`config.mk`:
```
export PLATFORM = sky130hd
export DESIGN_NAME = sonar_sweep_uc
export DESIGN_NICKNAME = d
export VERILOG_FILES = /design/src/rtl/sonar_sweep_uc.sv
export SDC_FILE = /design/constraint.sdc
export NUM_CORES = 1
export LEC_CHECK = 0
export CORE_UTILIZATION = 60
export DETAILED_ROUTE_END_ITERATION = 12
export PLACE_DENSITY = 0.89
export REMOVE_ABC_BUFFERS = 1
export SLEW_MARGIN = 20
export SYNTH_ARGS = -nofsm -noshare
export SYNTH_HDL_FRONTEND = slang
export SYNTH_SLANG_ARGS = --single-unit
```
`constraint.sdc`:
```
create_clock -name clock -period 5.1 [get_ports clock]
set_input_delay 1.02 -clock clock [delete_from_list [all_inputs] [get_ports clock]]
set_output_delay 1.02 -clock clock [all_outputs]
set_load 0.01 [all_outputs]
```
`src/rtl/sonar_sweep_uc.sv`:
```
// Sonar sweep control unit: measure, transmit N_DIGITS characters, step the servo, wait.
// Adds operating modes, a measurement timeout with bounded retry, and shutdown when ligar drops.
module sonar_sweep_uc #(
  parameter int N_DIGITS        = 7,
  parameter int N_POS           = 8,
  parameter int INTERVAL_CYCLES = 50000000,
  parameter int TIMEOUT_CYCLES  = 2500000,
  parameter int MAX_RETRY       = 2
) (
  input  logic                        clock,
  input  logic                        reset,
  input  logic                        ligar,
  input  logic                        interromper,
  input  logic [1:0]                  modo,
  input  logic                        fim_medida,
  input  logic                        fim_transmissao,
  output logic                        zera,
  output logic                        zera_pwm,
  output logic                        medir_distancia,
  output logic                        transmitir,
  output logic [$clog2(N_DIGITS)-1:0] digito_idx,
  output logic [$clog2(N_POS)-1:0]    posicao,
  output logic                        pulso_posicao,
  output logic                        erro_medida,
  output logic                        varredura_fim,
  output logic                        ocupado,
  output logic [3:0]                  db_estado
);

  localparam int DW = $clog2(N_DIGITS);
  localparam int PW = $clog2(N_POS);
  localparam int IW = $clog2(INTERVAL_CYCLES);
  localparam int TW = $clog2(TIMEOUT_CYCLES);
  localparam int RW = (MAX_RETRY > 0) ? $clog2(MAX_RETRY + 1) : 1;

  localparam logic [DW-1:0] DIG_LAST  = DW'(N_DIGITS - 1);
  localparam logic [PW-1:0] POS_LAST  = PW'(N_POS - 1);
  localparam logic [IW-1:0] INT_LAST  = IW'(INTERVAL_CYCLES - 1);
  localparam logic [TW-1:0] TOUT_LAST = TW'(TIMEOUT_CYCLES - 1);
  localparam logic [RW-1:0] RETRY_MAX = RW'(MAX_RETRY);

  typedef enum logic [3:0] {
    INICIAL            = 4'd0,
    PREPARACAO         = 4'd1,
    MEDIR              = 4'd2,
    ESPERA_MEDIDA      = 4'd3,
    TRANSMISSAO        = 4'd4,
    ESPERA_TRANSMISSAO = 4'd5,
    PROXIMO_DIGITO     = 4'd6,
    PROXIMA_POSICAO    = 4'd7,
    ATUALIZA_POS       = 4'd8,
    ESPERA_INTERVALO   = 4'd9,
    FALHA_MEDIDA       = 4'd10,
    FIM_VARREDURA      = 4'd11
  } state_t;

  state_t        state, next_state;
  logic [IW-1:0] interval_cnt;
  logic [TW-1:0] timeout_cnt;
  logic [RW-1:0] retry_cnt;
  logic          dir_up;

  always_ff @(posedge clock or posedge reset) begin
    if (reset) state <= INICIAL;
    else       state <= next_state;
  end

  always_comb begin
    next_state      = state;
    zera            = 1'b0;
    zera_pwm        = 1'b0;
    medir_distancia = 1'b0;
    transmitir      = 1'b0;
    pulso_posicao   = 1'b0;
    varredura_fim   = 1'b0;
    ocupado         = (state != INICIAL);
    db_estado       = state;
    case (state)
      INICIAL: begin
        zera     = 1'b1;
        zera_pwm = 1'b1;
        if (ligar) next_state = PREPARACAO;
      end
      PREPARACAO: begin
        zera = 1'b1;
        if (!ligar)            next_state = INICIAL;
        else if (!interromper) next_state = MEDIR;
      end
      MEDIR: begin
        medir_distancia = 1'b1;
        next_state      = ESPERA_MEDIDA;
      end
      // A measurement landing in the timeout cycle still counts as success.
      ESPERA_MEDIDA: begin
        if (fim_medida)                    next_state = TRANSMISSAO;
        else if (timeout_cnt == TOUT_LAST) next_state = FALHA_MEDIDA;
      end
      FALHA_MEDIDA: begin
        if (retry_cnt < RETRY_MAX) next_state = MEDIR;
        else                       next_state = TRANSMISSAO;
      end
      TRANSMISSAO: begin
        transmitir = 1'b1;
        next_state = ESPERA_TRANSMISSAO;
      end
      ESPERA_TRANSMISSAO: begin
        if (fim_transmissao)
          next_state = (digito_idx == DIG_LAST) ? PROXIMA_POSICAO : PROXIMO_DIGITO;
      end
      PROXIMO_DIGITO: next_state = TRANSMISSAO;
      PROXIMA_POSICAO: begin
        if (modo == 2'b10)                              next_state = ESPERA_INTERVALO;
        else if (modo == 2'b01 && posicao == POS_LAST)  next_state = FIM_VARREDURA;
        else                                            next_state = ATUALIZA_POS;
      end
      ATUALIZA_POS: begin
        pulso_posicao = 1'b1;
        next_state    = ESPERA_INTERVALO;
      end
      ESPERA_INTERVALO: begin
        if (!ligar)                        next_state = INICIAL;
        else if (interval_cnt == INT_LAST) next_state = PREPARACAO;
      end
      FIM_VARREDURA: begin
        varredura_fim = 1'b1;
        next_state    = INICIAL;
      end
      default: begin
        next_state = INICIAL;
        db_estado  = 4'hF;
      end
    endcase
  end

  always_ff @(posedge clock or posedge reset) begin
    if (reset) begin
      interval_cnt <= '0;
      timeout_cnt  <= '0;
      retry_cnt    <= '0;
      digito_idx   <= '0;
      posicao      <= '0;
      dir_up       <= 1'b1;
      erro_medida  <= 1'b0;
    end else begin
      interval_cnt <= (state == ESPERA_INTERVALO) ? interval_cnt + 1'b1 : '0;
      if (state == MEDIR)              timeout_cnt <= '0;
      else if (state == ESPERA_MEDIDA) timeout_cnt <= timeout_cnt + 1'b1;

      case (state)
        INICIAL: begin
          posicao <= '0;
          dir_up  <= 1'b1;
        end
        PREPARACAO: begin
          digito_idx  <= '0;
          retry_cnt   <= '0;
          erro_medida <= 1'b0;
        end
        PROXIMO_DIGITO: digito_idx <= digito_idx + 1'b1;
        FALHA_MEDIDA: begin
          if (retry_cnt < RETRY_MAX) retry_cnt   <= retry_cnt + 1'b1;
          else                       erro_medida <= 1'b1;
        end
        // Bounce off either end instead of wrapping.
        PROXIMA_POSICAO: begin
          if (next_state == ATUALIZA_POS) begin
            if (dir_up) begin
              if (posicao == POS_LAST) begin
                posicao <= posicao - 1'b1;
                dir_up  <= 1'b0;
              end else begin
                posicao <= posicao + 1'b1;
              end
            end else begin
              if (posicao == '0) begin
                posicao <= posicao + 1'b1;
                dir_up  <= 1'b1;
              end else begin
                posicao <= posicao - 1'b1;
              end
            end
          end
        end
        default: ;
      endcase

      // Every path into INICIAL lands with idle register values.
      if (next_state == INICIAL) begin
        posicao     <= '0;
        dir_up      <= 1'b1;
        digito_idx  <= '0;
        retry_cnt   <= '0;
        erro_medida <= 1'b0;
      end
    end
  end

endmodule

```
# == Word-level counts from Yosys, hierarchy flattened ==
# Index checks and enable logic that the tools add are counted.
# totals
latchBits,0
mem_bits_rw,0
elab_cells,93
romBits,0
n_memories,0
regBits,62
# classes
n_mux,43
n_bitwise,0
multipliers,0
reduce_logical,14
div,0
addsub,6
eq_ne,21
shifts,0
magnitude_cmp,1
# ops
cell,n
$mux 22,2
$pmux 4 s11,1
$mux 4,9
$add 26x1->26 const B,1
$eq 26x26->1 const B,1
$mux 26,1
$add 22x1->22 const B,1
$eq 22x22->1 const B,1
$mux 3,7
$eq 4x4->1 const B,5
$eq 4x3->1 const B,4
$mux 1,14
$pmux 3 s2,2
$reduce_or 12->1,1
$ne 3x3->1 const B,3
$reduce_bool 3->1,3
$eq 4x2->1 const B,2
$logic_not 4->1,2
$mux 2,4
$add 3x1->3 const B,2
$eq 3x3->1 const B,2
$reduce_and 2->1,3
$eq 4x1->1 const B,1
$pmux 1 s2,2
11 further kinds,11

# == Depth between registers and ports, before layout ==
# Gate-level depths: netlist (run 1).
# logic_depth
ltp_word,9
depth_mapped,8

# == Least setup slack after synthesis (run 1) ==
# Ideal clock, no wire load.
# synth_timing
path_kind,input -> register
start,in modo[0]
end,reg retry_cnt[1]
slack_ps,2707
path_stages,6
t_required_ps,4965
setup_time_ps,135
arrival_ps,2258
path_buffers,0
path_cell_list,nand2_1 > mux2i_1 > a2111oi_0 > nand3_2 > nor4_4 > o21ai_1
# synth_via
elab_chain_cells,8
word_cells_on_any_way,11
classes_between,eq/ne: 3; mux: 4; reduce/logical: 4
# synth_rtl
item,line_no,text
"start, declared",14,"input logic [1:0] modo,"
$eq 2x1->1,113,else if (modo == 2'b01 && posicao == POS_LAST) next_state = FIM_VARREDURA;
$logic_and 1x1->1,113,
$mux 2,113,
$mux 2 *,112,if (modo == 2'b10) next_state = ESPERA_INTERVALO;
$pmux 4 s11 *,78,case (state)
named net next_state[0],57,"state_t state, next_state;"
$logic_not 4->1 *,188,if (next_state == INICIAL) begin
$ne 3x3->1 (no line) or $reduce_bool 3->1 (tied branches),--,
$reduce_and 2->1 (no line),--,
"end signal, assigned",161,if (retry_cnt < RETRY_MAX) retry_cnt <= retry_cnt + 1'b1;
"end, declared",60,logic [RW-1:0] retry_cnt;
# The timed path passes the listed nets; every way through them passes the cells marked *.
# A chain may end at the register's enable or synchronous reset.

# == Worst setup path after layout (run 1) ==
# layout_timing
start,reg state[2]
end,out zera_pwm
# layout_via
elab_chain_cells,2
# layout_rtl
item,line_no,text
"start, declared",57,
"start signal, assigned",65,else state <= next_state;
$logic_not 4->1,78,
$mux 1,78,
"end, declared",18,"output logic zera_pwm,"
# Every way passes these cells.

==> key figures, run 1 <==
Power
  • NetSw: 0.506 mW
  • Sw Share: 34.0%
  • Power Dens Cells: 379 nW/µm²
  • Pint: 0.982 mW
  • Comb pwr share: 28.5%
  • Worst IR drop on VDD: 0.331 mV
  • Sequential share of power: 39.1%
  • Leakage: 1.65 nW
  • Clk pwr share: 32.5%
  • Total power: 1.49 mW

Placement
  • Final Wtd Congestion: 0.895
  • Placed wire-length estimate: 5050 µm
  • Placed cell area: 3710 µm²
  • # port buffers: 25
  • Cell count after placement: 455

Floorplan
  • Die ar.: 5970 µm²
  • Die extent in y: 77.3 µm
  • Rows: 27
  • I/O Pins: 26
  • Initial Util: 62.1%
  • Core Area: 5470 µm²
  • Die X: 77.3 µm

Synthesis
  • Asr flop ratio synth: 100%
  • Area of the mapped netlist: 3400 µm²
  • Syn. warnings: 0
  • Synth unique cells: 48
  • Mapped Avg Cell Area: 9.23 µm²
  • Mapped Cells: 368
  • Post-synth EDFFs: 0
  • Register area share after synthesis: 45.7%
  • Ys flop type: dfrtp_1
  • FF+latch count, synth: 62

Global route
  • Layer carrying the most global-route usage: met2
  • Largest net degree at the start of global routing: 44
  • GR Util met1: 36.4%
  • Initial antenna violation count: 0
  • Grt met3 use: 5.71%
  • Vias in the first global route: 2828
  • GR Util met2: 44.6%
  • GR Util All Layers: 27.5%
  • Gr ovfl total: 0
  • First-pass GRT wire length: 13000 µm

Clock tree
  • CTS Hold Bufs: 0
  • Max clock buf depth: 2
  • Root cell of the clock tree: clkbuf_8
  • Worst skew pair latency: 340 ps
  • CTS tree: built
  • Cts bufs inserted: 9
  • TritonCTS Sinks: 62
  • H-tree Lvls: 3
  • Post CTS Setup Buffer Count: 0
  • CTS clock-pin slew for the worst setup and hold paths: 70 ps
  • Resized Gates After CTS: 0

STA
  • Tmin final: 3300 ps
  • Final Hold Fails: 0
  • Slew Viols, Final: 0
  • Max-Slew Margin vs Limit: 41.6%
  • Tcrit/Tclk final: 64.7%
  • Sum of negative setup slack: 0 ps
  • Worst-margin pin slew: 875 ps
  • Layout Skew: 6.39 ps
  • Fmax: 303 MHz
  • RSZ-0062 raised after global routing: false
  • # setup viols final: 0

Worst setup path
  • Critical path class: flip-flop to primary output
  • Worst EP arrival: 2280 ps
  • Crit end category: primary output
  • Crit start category: flip-flop
  • Crit path required time: 4080 ps
  • Critical-path maximum fanout: 16

Final layout
  • Nets: 410
  • Area grow syn2layout: 15.7%
  • Antenna cell count: 0
  • Final instance area: 3930 µm²
  • Finished Layout Cells: 471
  • Most frequent cells in the layout: nor2_1 (61), dfrtp_1 (61), nand2_1 (30)
  • Layout cells sized above 1: 7.52%

Route
  • Via density per instance: 5.97
  • First DRT Iteration DRCs: 206
  • DR pass1 iterations: 4
  • Via count: 2812
  • Total Wirelength: 7330 µm
  • Final ANT Viol Nets: 0
  • Per-cell routed wire length: 15.6 µm
  • Drc violations: 0

Hold path
  • Hold crit path type: flip-flop to flip-flop

Flow run
  • Max-cap violations: 0

Run status
  • Outcome: finished clean
cell families (layout without fill, tap and decap cells):
kind of cell / after synthesis / in the layout / share of synthesized area, %
AOI/OAI and AO/OA: 42 / 42 / 8.25
and+or+nand+nor: 192 / 192 / 29.4
xor gates and xnor gates: 40 / 40 / 10.3
DFF: 62 / 62 / 45.7
muxes: 4 / 4 / 1.22
adders and majority gates: 8 / 8 / 2.95
buffers and inverters: 20 / 51 / 2.21
power by group through the flow:
| stage | clock network [mW] | registers [mW] | logic, mW |
|---|---|---|---|
| floorplan | 0 | 0.577 | 0.268 |
| global placement | 0 | 0.586 | 0.412 |
| detailed placement | 0 | 0.589 | 0.420 |
| CTS | 0.488 | 0.580 | 0.424 |
| global route | 0.511 | 0.588 | 0.467 |
| finish | 0.483 | 0.582 | 0.423 |
stage by stage:
step,setup WS (ps),util (%),hold slack [ps]
final,1800,71.8,504
after floorplan,2470,-,465
after global placement,2130,67.8,487
after CTS,1800,71.8,506
after global routing,1680,71.8,524
after detailed placement,2080,67.8,498
state kept, by name, indices dropped and copies added, names as in the netlist:
| register | count |
|---|---|
| posicao | 3 |
| state | 4 |
| digito_idx | 3 |
| interval_cnt | 26 |
| dir_up | 1 |
| retry_cnt | 2 |
| timeout_cnt | 22 |
| erro_medida | 1 |
cell usage after synthesis (all sizes together) (2+ instances only):
library cell / instances / area (µm²)
inv: 8 / 30.0
or4: 3 / 22.5
nor4: 5 / 61.3
or3: 6 / 37.5
clkbuf: 11 / 41.3
and3: 7 / 43.8
nor2b: 6 / 37.5
a2111oi: 2 / 23.8
mux2i: 3 / 30.0
a31oi: 2 / 12.5
ha: 8 / 100
nand2: 30 / 113
nand3: 28 / 150
nor2: 61 / 229
or3b: 2 / 17.5
nor4b: 3 / 26.3
nor3b: 2 / 15.0
o22ai: 2 / 12.5
xnor2: 14 / 123
nand4: 8 / 50.1
and4: 4 / 35.0
o21ai: 13 / 76.3
a21o: 3 / 22.5
nand2b: 9 / 56.3
nand3b: 3 / 22.5
nor3: 14 / 75.1
o31a: 2 / 17.5
a21oi: 12 / 60.1
xor2: 26 / 228
dfrtp: 61 / 1530
critical path: stages (launching register included):
cell	delay (ps)
dfrtp_1	540
or2_1	360
or3_1	430
inv_2	90
clkdlybuf4s50_1	530
worst paths after layout:
path                                   start  cells after the start                to  slack, ps
worst max-delay path                state[2]                      4          zera_pwm       1800
worst min-delay path            retry_cnt[0]                      1      retry_cnt[0]        500
worst max register to register      state[1]                      5   timeout_cnt[18]       2500
worst min register to register  retry_cnt[0]                      1      retry_cnt[0]        500
max in group asynchronous              reset                      3   interval_cnt[1]       3120
min in group asynchronous              reset                      2  interval_cnt[23]       1190
final cells by class:
type / count / area [µm²]
repair buffers: 27 / 265
clock inverters: 6 / 85.1
multi-input cells: 286 / 1770
flip-flops and latches: 62 / 1550
clock buffers: 10 / 138
inverters: 8 / 30.0
fillers: 406 / 1540
well taps: 72 / 90.1
layer usage:
layer  wire length (µm)  vias up
li1                   -     1340
met1               3260     1383
met3                266       15
met5                  0        -
met4                163        0
met2               3640       74
Note: power is estimated with default switching activity, not from simulation.
==> run 2, diff against run 1 <==
--- a/config.mk
+++ b/config.mk
@@ -5,9 +5,9 @@
 export SDC_FILE = /design/constraint.sdc
 export NUM_CORES = 1
 export LEC_CHECK = 0
-export CORE_UTILIZATION = 60
+export CORE_UTILIZATION = 53
 export DETAILED_ROUTE_END_ITERATION = 12
-export PLACE_DENSITY = 0.89
+export PLACE_DENSITY = 0.83
 export REMOVE_ABC_BUFFERS = 1
 export SLEW_MARGIN = 20
 export SYNTH_ARGS = -nofsm -noshare
==> constraint.sdc (replaced) <==
create_clock -name clock -period 2.7 [get_ports clock]
set_input_delay 0.54 -clock clock [delete_from_list [all_inputs] [get_ports clock]]
set_output_delay 0.54 -clock clock [all_outputs]
set_load 0.01 [all_outputs]
==> key figures, run 2 (synthesis results as in run 1) <==
Run status
  • Outcome: finished clean

STA
  • Worst-margin pin slew: 821 ps
  • # setup viols final: 0
  • Layout Skew: 9.51 ps
  • Slew Viols, Final: 0
  • Setup slack after layout: 63.2 ps
  • Max-Slew Margin vs Limit: 45.2%
  • Fmax: 379 MHz
  • Tcrit/Tclk final: 97.7%
  • RSZ-0062 raised after global routing: false
  • Final Hold Fails: 0
  • Tmin final: 2640 ps
  • Hold WS: 498 ps
  • Sum of negative setup slack: 0 ps

Clock tree
  • CTS clock-pin slew for the worst setup and hold paths: 70 ps
  • Root cell of the clock tree: clkbuf_8
  • Max clock buf depth: 2
  • Cts bufs inserted: 9
  • Post CTS Setup Buffer Count: 0
  • TritonCTS Sinks: 62
  • H-tree Lvls: 3
  • CTS Hold Bufs: 0
  • Worst skew pair latency: 340 ps
  • CTS tree: built

Worst setup path
  • Worst reg2reg path startpoint: timeout_cnt[14]
  • CP bufs+invs: 2
  • CP top delay family: simple AND/OR/NAND/NOR gates
  • Worst r2r path cells: 6
  • Crit end category: primary output
  • Crit start category: flip-flop
  • Cell Chain, Critical Path: or2_4 -> or3_4 -> inv_2 -> clkdlybuf4s50_1
  • FF-to-FF End: posicao[0]
  • Worst EP arrival: 2100 ps
  • Critical path class: flip-flop to primary output
  • Max stage delay on crit path: 530 ps
  • Critical-path maximum fanout: 10
  • CP max-delay cell: clkdlybuf4s50_1
  • Flop-to-flop setup slack: 210 ps
  • Crit path required time: 2160 ps

Floorplan
  • Die extent in y: 82.1 µm
  • Die ar.: 6740 µm²
  • Die X: 82.1 µm
  • Initial Util: 56.1%
  • Core Area: 6060 µm²
  • I/O Pins: 26
  • Rows: 28

Power
  • Total power: 2.87 mW
  • Sw Share: 33.6%
  • NetSw: 0.965 mW
  • Leakage: 1.69 nW
  • Worst IR drop on VDD: 0.551 mV
  • Power Dens Cells: 717 nW/µm²
  • Clk pwr share: 31.3%
  • Pint: 1.90 mW
  • Sequential share of power: 37.3%
  • Comb pwr share: 31.4%

Route
  • Total Wirelength: 7380 µm
  • First DRT Iteration DRCs: 172
  • Via count: 2807
  • Drc violations: 0
  • Per-cell routed wire length: 15.4 µm
  • DR pass1 iterations: 4
  • Final ANT Viol Nets: 0
  • Via density per instance: 5.85

Placement
  • Cell count after placement: 464
  • Final Wtd Congestion: 0.859
  • DP Worst Slack: 161 ps
  • Placed wire-length estimate: 5050 µm
  • # port buffers: 25
  • Placed cell area: 3770 µm²

Hold path
  • Hold Path Cell Cnt: 1
  • Startpoint of the worst hold path: retry_cnt[0]
  • Hold crit path type: flip-flop to flip-flop
  • WHS Endpoint: retry_cnt[0]

Final layout
  • Biggest register: interval_cnt
  • Largest regs: interval_cnt (26), timeout_cnt (22), state (4)
  • Most frequent cells in the layout: nor2_1 (60), dfrtp_1 (59), nand2_1 (30)
  • Layout cells sized above 1: 9.88%
  • Area grow syn2layout: 17.8%
  • Leading cell type in the layout, fill and taps excluded: nor2_1
  • Final Util: 66.0%
  • Nets: 416
  • Number of flip-flops in the largest register: 26
  • Finished Layout Cells: 480
  • Antenna cell count: 0
  • Final instance area: 4000 µm²

Global route
  • Initial antenna violation count: 0
  • Vias in the first global route: 2670
  • Largest net degree at the start of global routing: 63
  • GR Util All Layers: 23.3%
  • First-pass GRT wire length: 11700 µm
  • Gr ovfl total: 0

Flow run
  • Max-cap violations: 0
==> run 2: final cells by class <==
type                            count  area (µm²)
Inverter                            8        30.0
Timing Repair Buffer               33         323
Clock buffer                       12         145
Fill cell                         472        2060
Multi-Input combinational cell    286        1790
Sequential cell                    62        1560
Clock inverter                      4        70.1
Tap cell                           75        93.8
==> run 2: worst max path at each step <==
stage / start / endpoint / slack (ps) / depth (start not counted)
5_1_grt: state[2] / zera_pwm / 20 / 4
3_3_place_gp: modo[1] / retry_cnt[1] / 190 / 6
6_report: state[2] / zera_pwm / 60 / 4
2_1_floorplan: state[2] / digito_idx[1] / 340 / 6
4_1_cts: state[2] / zera_pwm / 20 / 4
3_5_place_dp: modo[1] / retry_cnt[1] / 160 / 6
==> run 2: power by group through the flow <==
stage                     Clock (mW)  Sequential, mW  Combinational (mW)
after global routing           0.951            1.08               0.977
after CTS                      0.911            1.07               0.882
final                          0.899            1.07               0.901
after detailed placement           0            1.08               0.866
after floorplan                    0            1.09               0.506
after global placement             0            1.08               0.844
==> run 2: routing by layer <==
layer  part of all wire (%)  track usage (%)  routed length, µm
met5                      0                0                  0
met4                    1.1             9.65                 82
met3                    4.1             5.78                300
met2                     50             39.6               3720
met1                     44             28.1               3270
==> run 2: repair_timing <==
action / in CTS / in global routing
pin swaps: 0 / 1
endpoints found under the setup margin: 1 / 4
resized for setup: 3 / 3
